--- src/rtl/order_pkg.sv ---
// Shared definitions for the order arbiter: FSM state codes and the default price width.
package order_pkg;

  localparam int unsigned PRICE_W_DEF = 8;

  typedef enum logic [1:0] {
    ST_IDLE  = 2'b00,
    ST_ISSUE = 2'b01,
    ST_WAIT  = 2'b10,
    ST_HALT  = 2'b11
  } state_t;

endpackage

--- src/rtl/rr_priority_pick.sv ---
// Combinational round-robin pick: returns the first requesting index after ptr,
// wrapping modulo N_SRC.
module rr_priority_pick #(
  parameter int unsigned N_SRC = 4
) (
  input  logic [N_SRC-1:0]         req,
  input  logic [$clog2(N_SRC)-1:0] ptr,
  output logic [$clog2(N_SRC)-1:0] gnt_idx,
  output logic                     any_req
);

  localparam int unsigned IDX_W = $clog2(N_SRC);

  logic [N_SRC-1:0] rot;
  logic [31:0]      base;
  logic [31:0]      off;
  logic             found;

  // Rotate so the slot after ptr sits at bit 0, take the lowest set bit, map back.
  always_comb begin
    base  = (32'(ptr) + 32'd1) % N_SRC;
    rot   = '0;
    off   = '0;
    found = 1'b0;
    for (int unsigned k = 0; k < N_SRC; k++) begin
      rot[k] = req[IDX_W'((base + k) % N_SRC)];
    end
    for (int unsigned k = 0; k < N_SRC; k++) begin
      if (rot[k] && !found) begin
        off   = k;
        found = 1'b1;
      end
    end
    any_req = found;
    gnt_idx = IDX_W'((base + off) % N_SRC);
  end

endmodule

--- src/rtl/order_arbiter.sv ---
// Round-robin scheduler sharing one matching engine between N_SRC order sources;
// issues one order, waits MATCH_LAT cycles and attributes any match to its source.
module order_arbiter
  import order_pkg::*;
#(
  parameter int unsigned N_SRC     = 4,
  parameter int unsigned PRICE_W   = PRICE_W_DEF,
  parameter int unsigned MATCH_LAT = 2
) (
  input  logic                       clk,
  input  logic                       reset,
  input  logic [N_SRC-1:0]           src_valid,
  input  logic [N_SRC*PRICE_W-1:0]   src_buy,
  input  logic [N_SRC*PRICE_W-1:0]   src_sell,
  output logic [N_SRC-1:0]           src_ready,
  input  logic                       halt_flag,
  input  logic                       match_flag,
  output logic                       order_valid,
  output logic [PRICE_W-1:0]         buy_price,
  output logic [PRICE_W-1:0]         sell_price,
  output logic                       match_pulse,
  output logic [$clog2(N_SRC)-1:0]   match_src,
  output logic [1:0]                 state
);

  localparam int unsigned IDX_W = $clog2(N_SRC);
  localparam int unsigned CNT_W = (MATCH_LAT > 1) ? $clog2(MATCH_LAT) : 1;
  localparam logic [CNT_W-1:0] CNT_LOAD  = CNT_W'(MATCH_LAT - 1);
  localparam logic [IDX_W-1:0] PTR_RESET = IDX_W'(N_SRC - 1);

  state_t             state_q, state_d;
  logic [IDX_W-1:0]   rr_ptr_q, rr_ptr_d;
  logic [IDX_W-1:0]   cur_src_q, cur_src_d;
  logic [CNT_W-1:0]   cnt_q, cnt_d;
  logic               halt_seen_q, halt_seen_d;
  logic               match_seen_q, match_seen_d;
  logic               order_valid_d;
  logic               match_pulse_d;
  logic [IDX_W-1:0]   match_src_d;
  logic [PRICE_W-1:0] buy_d, sell_d;

  logic [IDX_W-1:0]   pick_idx;
  logic               pick_any;
  logic [PRICE_W-1:0] buy_arr  [N_SRC];
  logic [PRICE_W-1:0] sell_arr [N_SRC];

  for (genvar i = 0; i < N_SRC; i++) begin : g_unpack
    assign buy_arr[i]  = src_buy[i*PRICE_W +: PRICE_W];
    assign sell_arr[i] = src_sell[i*PRICE_W +: PRICE_W];
  end

  rr_priority_pick #(
    .N_SRC (N_SRC)
  ) u_pick (
    .req     (src_valid),
    .ptr     (rr_ptr_q),
    .gnt_idx (pick_idx),
    .any_req (pick_any)
  );

  // Next-state, grant and datapath decisions.
  always_comb begin
    state_d       = state_q;
    rr_ptr_d      = rr_ptr_q;
    cur_src_d     = cur_src_q;
    cnt_d         = cnt_q;
    halt_seen_d   = halt_seen_q;
    match_seen_d  = match_seen_q;
    order_valid_d = 1'b0;
    match_pulse_d = 1'b0;
    match_src_d   = match_src;
    buy_d         = buy_price;
    sell_d        = sell_price;
    src_ready     = '0;

    unique case (state_q)
      ST_IDLE: begin
        if (halt_flag) begin
          state_d = ST_HALT;
        end else if (pick_any && !reset) begin
          src_ready[pick_idx] = 1'b1;
          buy_d               = buy_arr[pick_idx];
          sell_d              = sell_arr[pick_idx];
          order_valid_d       = 1'b1;
          rr_ptr_d            = pick_idx;
          cur_src_d           = pick_idx;
          state_d             = ST_ISSUE;
        end
      end
      ST_ISSUE: begin
        cnt_d        = CNT_LOAD;
        halt_seen_d  = halt_flag;
        match_seen_d = 1'b0;
        state_d      = ST_WAIT;
      end
      ST_WAIT: begin
        if (halt_flag) begin
          halt_seen_d = 1'b1;
        end
        // Only the first match in the window is attributed.
        if (match_flag && !match_seen_q) begin
          match_pulse_d = 1'b1;
          match_src_d   = cur_src_q;
          match_seen_d  = 1'b1;
        end
        if (cnt_q == '0) begin
          state_d = (halt_flag || halt_seen_q) ? ST_HALT : ST_IDLE;
        end else begin
          cnt_d = cnt_q - CNT_W'(1);
        end
      end
      ST_HALT: begin
        if (!halt_flag) begin
          state_d = ST_IDLE;
        end
      end
      default: state_d = ST_IDLE;
    endcase
  end

  always_ff @(posedge clk or posedge reset) begin
    if (reset) begin
      state_q      <= ST_IDLE;
      rr_ptr_q     <= PTR_RESET;
      cur_src_q    <= '0;
      cnt_q        <= '0;
      halt_seen_q  <= 1'b0;
      match_seen_q <= 1'b0;
      order_valid  <= 1'b0;
      match_pulse  <= 1'b0;
      match_src    <= '0;
      buy_price    <= '0;
      sell_price   <= '0;
    end else begin
      state_q      <= state_d;
      rr_ptr_q     <= rr_ptr_d;
      cur_src_q    <= cur_src_d;
      cnt_q        <= cnt_d;
      halt_seen_q  <= halt_seen_d;
      match_seen_q <= match_seen_d;
      order_valid  <= order_valid_d;
      match_pulse  <= match_pulse_d;
      match_src    <= match_src_d;
      buy_price    <= buy_d;
      sell_price   <= sell_d;
    end
  end

  assign state = state_q;

endmodule

--- config.mk ---
export PLATFORM = sky130hd
export DESIGN_NAME = order_arbiter
export DESIGN_NICKNAME = d
export VERILOG_FILES = /design/src/rtl/order_pkg.sv /design/src/rtl/rr_priority_pick.sv /design/src/rtl/order_arbiter.sv
export SDC_FILE = /design/constraint.sdc
export NUM_CORES = 1
export LEC_CHECK = 0
export ABC_CLOCK_PERIOD_IN_PS = 4000
export CORE_MARGIN = 5
export CORE_UTILIZATION = 30
export DETAILED_ROUTE_END_ITERATION = 8
export SLEW_MARGIN = 40
export SYNTH_ARGS = -nofsm -noshare
export SYNTH_HDL_FRONTEND = slang
export SYNTH_SLANG_ARGS = --single-unit
--- constraint.sdc ---
create_clock -name clk -period 4 [get_ports clk]
set_clock_uncertainty 0.2 [all_clocks]
set_input_delay 0.4 -clock clk [delete_from_list [all_inputs] [get_ports clk]]
set_output_delay 0.4 -clock clk [all_outputs]
set_load 0.05 [all_outputs]
**Yosys cells after proc, flatten, opt, wreduce, memory -nomap -nowiden**

Index checks and enable logic that the tools add are counted.

- Bits in registers: 29
- Latch bits: 0
- Memory bits (writable): 0
- ROM bits: 0
- Bits of input ports: 72
- Output and inout bits: 26
- Memories: 0

- $add $sub $neg: 6
- $mul: 0
- Div/mod/pow operators: 0
- Order comparisons: 7
- Equal/unequal tests: 8
- Shift operators: 0
- Multiplexer cells: 43
- Bitwise logic cells: 2
- Reduce and logical (&&, ||, !) cells: 19

Operators with widths:

| kind | number |
|---|---|
| binary-select mux 8 bit (select 2 bit) | 2 |
| 2-to-1 mux 8 bit | 4 |
| 2-to-1 mux 1 bit | 18 |
| < comparator 2 x 3 -> 1 bit (second input constant) | 5 |
| 2-to-1 mux 2 bit | 7 |
| 2-to-1 mux 4 bit | 3 |
| binary-select mux 1 bit (select 2 bit) | 4 |
| != test 2 bit (second input constant) | 4 |
| case mux 2 bit (4 select lines) | 1 |
| logical AND 1 bit | 6 |
| case mux 1 bit (2 select lines) | 3 |
| AND reduction 2 bit | 3 |
| AND reduction 3 bit | 2 |
| logical NOT 1 bit | 5 |
| adder 2 x 1 -> 2 bit (second input constant) | 2 |
| adder 2 bit (second input constant) | 2 |
| equality test 2 bit (second input constant) | 2 |
| >= comparator 3 bit (second input constant) | 1 |
| != test 3 bit (second input constant) | 1 |
| NOT 2 -> 3 bit | 1 |
| adder 2 bit | 1 |
| demux 1 bit (select 2 bit) | 1 |
| equality test 2 x 1 -> 1 bit (second input constant) | 1 |
| >= comparator 2 x 1 -> 1 bit (second input constant) | 1 |
| 5 further kinds | 5 |

**Depth between registers and ports, before layout**

- Depth after elaboration: 21
- Depth in mapped cells: 14
- Mapped depth without buffers: 13

**By module**

Synthesis repeated with hierarchy kept, for this count alone.

- Cells, all modules: 172
- Area, all modules: 1,795.5 um^2

Modules (own cells, without submodules):

| module | instances | cells an instance | area an instance (um^2) | seq. area each (um^2) |
|---|---|---|---|---|
| order_arbiter | 1 | 147 | 1,602.8 | 728.2 |
| rr_priority_pick | 1 | 25 | 192.7 | 0.0 |

**Worst setup path before layout**

No wires, ideal clock.

- Path kind: register -> output
- From: register rr_ptr_q[1]
- To: output port src_ready[1]
- Arrival time: 3.002 ns
- Required time: 3.400 ns
- Slack: 0.398 ns
- Stages on the path, launching flop included: 13
- Path buffers: 2
- Cells stage by stage: dfstp_2 buf_4 nand2_1 a21oi_1 nor2_1 a211oi_1 a21oi_1 ha_1 xnor2_1 xnor2_1 xnor2_4 buf_4 nor2b_1

- Word-level cells in the longest chain between the ends: 21

Ends and longest elaborated chain:

| item | line | source |
|---|---|---|
| from (decl) | order_arbiter.sv:32 | `logic [IDX_W-1:0] rr_ptr_q, rr_ptr_d;` |
| from (signal assigned) | order_arbiter.sv:136 | `rr_ptr_q <= rr_ptr_d;` |
| adder 2 x 1 -> 2 bit * | rr_priority_pick.sv:21 | `base = (32'(ptr) + 32'd1) % N_SRC;` |
| branches (longest 17 deep; another with adder 2 x 1 -> 2 bit) | -- |  |
| 2-to-1 mux 4 bit * | order_arbiter.sv:80 | `end else if (pick_any && !reset) begin` |
| 2-to-1 mux 4 bit * | order_arbiter.sv:78 | `if (halt_flag) begin` |
| 2-to-1 mux 4 bit * | order_arbiter.sv:76 | `unique case (state_q)` |
| to (decl) | order_arbiter.sv:15 | `output logic [N_SRC-1:0] src_ready,` |

Mark *: on every way between the ends. The select of a mux whose other input is x is not followed.

**Worst setup path after layout**

- From: input port src_valid[3]
- To: output port src_ready[0]

- Word-level cells in the longest chain between the ends: 20

Ends and longest elaborated chain:

| item | line | source |
|---|---|---|
| from (decl) | order_arbiter.sv:12 | `input logic [N_SRC-1:0] src_valid,` |
| binary-select mux 1 bit (select 2 bit) | rr_priority_pick.sv:26 | `rot[k] = req[IDX_W'((base + k) % N_SRC)];` |
| 2-to-1 mux 1 bit (not written as such) | rr_priority_pick.sv:26 |  |
| 2-to-1 mux 1 bit | rr_priority_pick.sv:29 | `if (rot[k] && !found) begin` |
| logical NOT 1 bit | rr_priority_pick.sv:29 |  |
| logical AND 1 bit | rr_priority_pick.sv:29 |  |
| 2-to-1 mux 1 bit | rr_priority_pick.sv:29 |  |
| logical NOT 1 bit | rr_priority_pick.sv:29 |  |
| logical AND 1 bit | rr_priority_pick.sv:29 |  |
| (+4 left out) | -- |  |
| adder 2 bit | rr_priority_pick.sv:35 | `gnt_idx = IDX_W'((base + off) % N_SRC);` |
| < comparator 2 x 3 -> 1 bit (not written as such) / >= comparator 2 x 1 -> 1 bit (equally long branches) | order_arbiter.sv:81 | `src_ready[pick_idx] = 1'b1;` |
| logical AND 1 bit (not written as such) | order_arbiter.sv:81 |  |
| 2-to-1 mux 1 bit (not written as such) | order_arbiter.sv:81 |  |
| demux 1 bit (select 2 bit) | order_arbiter.sv:81 |  |
| 2-to-1 mux 4 bit * | order_arbiter.sv:80 |  |
| 2-to-1 mux 4 bit * | order_arbiter.sv:78 |  |
| 2-to-1 mux 4 bit * | order_arbiter.sv:76 |  |

Every way passes the cells marked *; elsewhere a longest branch is shown, timed or not. The select of a mux whose other input is x is not followed.

==> flow_metrics.env <==
export IMPL_criticalPathCategory="input pin to primary output"
export IMPL_yosysTopAreaCell="dfrtp_1"
export IMPL_coreArea_sq_um=6460
export IMPL_vias=2025
export IMPL_fillCellCount=670
export IMPL_synth_commonest_cells="32 x o22ai_1, 31 x nand2_1, 27 x dfrtp_1"
export IMPL_cts_resized=0
export IMPL_combPwrFrac=0.711
export IMPL_synth_edf_count=0
export IMPL_drtIter0Drc=100
export IMPL_whs_ns=0.133
export IMPL_fin_crit_sh=0.927
export IMPL_grtUsageTotal=0.148
export IMPL_fmax_mhz=270
export IMPL_ir_drop_v=0.000506
export IMPL_p_int_mw=1.33
export IMPL_die_h_um=92.0
export IMPL_avgSynthCellArea_sq_um=8.58
export IMPL_place_hpwl_um=4460
export IMPL_cts_root_buf="clkbuf_8"
export IMPL_start_util=0.312
export IMPL_critPathMaxFanout=17
export IMPL_async_flop_share=1.00
export IMPL_numPortBuffers=97
export IMPL_wire_per_inst_um=14.9
export IMPL_nets=407
export IMPL_first_pass_iters=4
export IMPL_finalSetupViolCount=0
export IMPL_num_io_pins=98
export IMPL_cts_setup_buffers=0
export IMPL_hold_class="input pin to async pin"
export IMPL_p_leak_nw=1.27
export IMPL_final_max_slew_viol_count=0
export IMPL_dieArea_sq_um=8460
export IMPL_required_ns=3.40
export IMPL_hold_buffers=0
export IMPL_place_congestion=0.784
export IMPL_clk_latency_ns=0.28
export IMPL_netlist_area_sq_um=2020
export IMPL_grt_ovfl_total=0
export IMPL_endpoint_kind="primary output"
export IMPL_setup_tns_ns=0
export IMPL_numCtsBuffers=5
export IMPL_worstSetupStartpointType="input pin"
export IMPL_switchingPower_mw=1.32
export IMPL_power_share_clock=0.101
export IMPL_htreeDepth=2
export IMPL_rsz0062_at_grt="false"
export IMPL_drtAntennaViolNets=0
export IMPL_place_ws_ns=0.303
export IMPL_wirelength_um=6100
export IMPL_tritoncts="done"
export IMPL_tightest_slew_ns=0.633
export IMPL_r2r_cells=13
export IMPL_relSlewSlack=0.578
export IMPL_diodes=0
export IMPL_grt_max_degree=49
export IMPL_row_count=29
export IMPL_ys_warn_count=0
export IMPL_period_minus_slack_ns=3.71
export IMPL_syn_nets=312
export IMPL_synth_top_area_share=0.335
export IMPL_grt_pass1_wl_um=10200
export IMPL_critPathArrivalTime_ns=3.11
export IMPL_cts_sinks=29
export IMPL_ys_top_cells_by_area="dfrtp_1 33%, o22ai_1 9.9%, mux2i_1 8.4%"
export IMPL_area_growth_pct=55.3
export IMPL_hold_viol_final=0
export IMPL_die_w_um=92.0
export IMPL_first_global_vias=2028
export IMPL_status="finished, final reports clean"
export IMPL_ys_flop_type="dfrtp_1"
export IMPL_swShare=0.498
export IMPL_synth_cell_type_count=36
export IMPL_synth_seq_cells=29
export IMPL_clk_pin_slew_ns=0.07
export IMPL_drive_above_1_share=0.0906
export IMPL_power_frac_seq=0.187
export IMPL_synthCells=235
export IMPL_synthMostInstantiatedCell="o22ai_1"
export IMPL_vias_per_cell=4.96
export IMPL_finalWorstSetupSlack_ns=0.294
export IMPL_route_detailed_drc=0
export IMPL_clock_path_buffers=2
export IMPL_grt_antenna_before_repair=0
export IMPL_power_density_nw_per_um2=848
export IMPL_synth_seq_area_share=0.361
export IMPL_maxCapViolCount=0
critical path, stage by stage:
cell and delay (ns):
clkdlybuf4s50_1 0.63, nor2_1 0.11, a21oi_1 0.12, nor2_1 0.05
a211oi_1 0.23, a21oi_1 0.07, ha_1 0.20, xnor2_1 0.14
xnor2_1 0.24, nor2_1 0.11, mux2i_4 0.51, nor2_1 0.08
buf_4 0.21
cells by family after synthesis:
| logic type | after synthesis | synth area share |
|---|---|---|
| fa+ha+maj | 5 | 0.0310 |
| compound gates | 91 | 0.285 |
| buf+inv | 29 | 0.0794 |
| mux | 18 | 0.0955 |
| simple gates | 60 | 0.125 |
| flops | 29 | 0.361 |
| xor+xnor | 3 | 0.0223 |
state kept, by name (all words and copies together) (netlist names):
name          cells
order_valid       1
cnt_q             1
rr_ptr_q          2
halt_seen_q       1
match_src         2
state             2
match_pulse       1
sell_price        8
cur_src_q         2
match_seen_q      1
buy_price         8
layout make-up:
| type | instances | area (sq um) | area share |
|---|---|---|---|
| repair buffers | 105 | 1030 | 0.330 |
| flip-flops and latches | 29 | 728 | 0.232 |
| clock buffers | 7 | 96.3 | 0.0308 |
| well taps | 77 | 96.3 | 0.0308 |
| multi-input cells | 177 | 1130 | 0.360 |
| inverters | 12 | 45.0 | 0.0144 |
| clock inverters | 1 | 5.00 | 0.00160 |
routing by layer:
layer  GRT usage  up-vias  share of wire
li1            -     1032              -
met1       0.192      922           0.45
met2       0.234       67           0.46
met3      0.0491        4          0.082
met4      0.0421        0         0.0071
met5           0        -              0
through the flow:
stage / area [sq um] / power (mW) / std cells / utilization
after global routing: 3130 / 2.88 / 408 / 0.485
after detailed placement: 3030 / 2.42 / 400 / 0.469
after CTS: 3130 / 2.70 / 408 / 0.485
after global placement: 3030 / 2.40 / 400 / 0.469
final: 3130 / 2.66 / 408 / 0.485
after floorplan: 2020 / 1.97 / 235 / -
worst paths after layout:
kind	start	slack, ns	to
max in group asynchronous	reset	2.87	rr_ptr_q[1]$_DFFE_PP1P_
hold / removal	reset	0.13	state[1]$_DFFE_PP0P_
hold reg to reg	match_src[0]$_DFFE_PP0P_	0.29	match_src[0]$_DFFE_PP0P_
setup reg to reg	rr_ptr_q[1]$_DFFE_PP1P_	0.83	sell_price[4]$_DFFE_PP0P_
min in group clk	match_src[0]$_DFFE_PP0P_	0.29	match_src[0]$_DFFE_PP0P_
setup / recovery	src_valid[3]	0.29	src_ready[0]
power by group through the flow:
stage          registers (mW)  logic (mW)  clock network (mW)
2_1_floorplan           0.715        1.26                   0
3_5_place_dp            0.501        1.92                   0
5_1_grt                 0.516        2.07               0.290
6_report                0.498        1.89               0.269
4_1_cts                 0.497        1.93               0.276
3_3_place_gp            0.499        1.90                   0
placed cells by master (no fill, tap or decap), drive strengths merged, types with 2 or more instances in the layout:
master | synthesis | routed
nand2b | 2 | 2
o21ai | 26 | 26
a21oi | 21 | 21
nor2b | 2 | 2
inv | 12 | 12
dfstp | 2 | 2
xnor2 | 3 | 3
nand2 | 31 | 31
dfrtp | 27 | 27
mux2i | 18 | 18
clkbuf | 8 | 7
nor2 | 17 | 17
o32ai | 3 | 3
ha | 5 | 5
a21o | 5 | 5
o22ai | 32 | 32
or2 | 3 | 3
buf | 9 | 12
clkdlybuf4s50 | 0 | 93
Power figures use the tool's default switching activity.
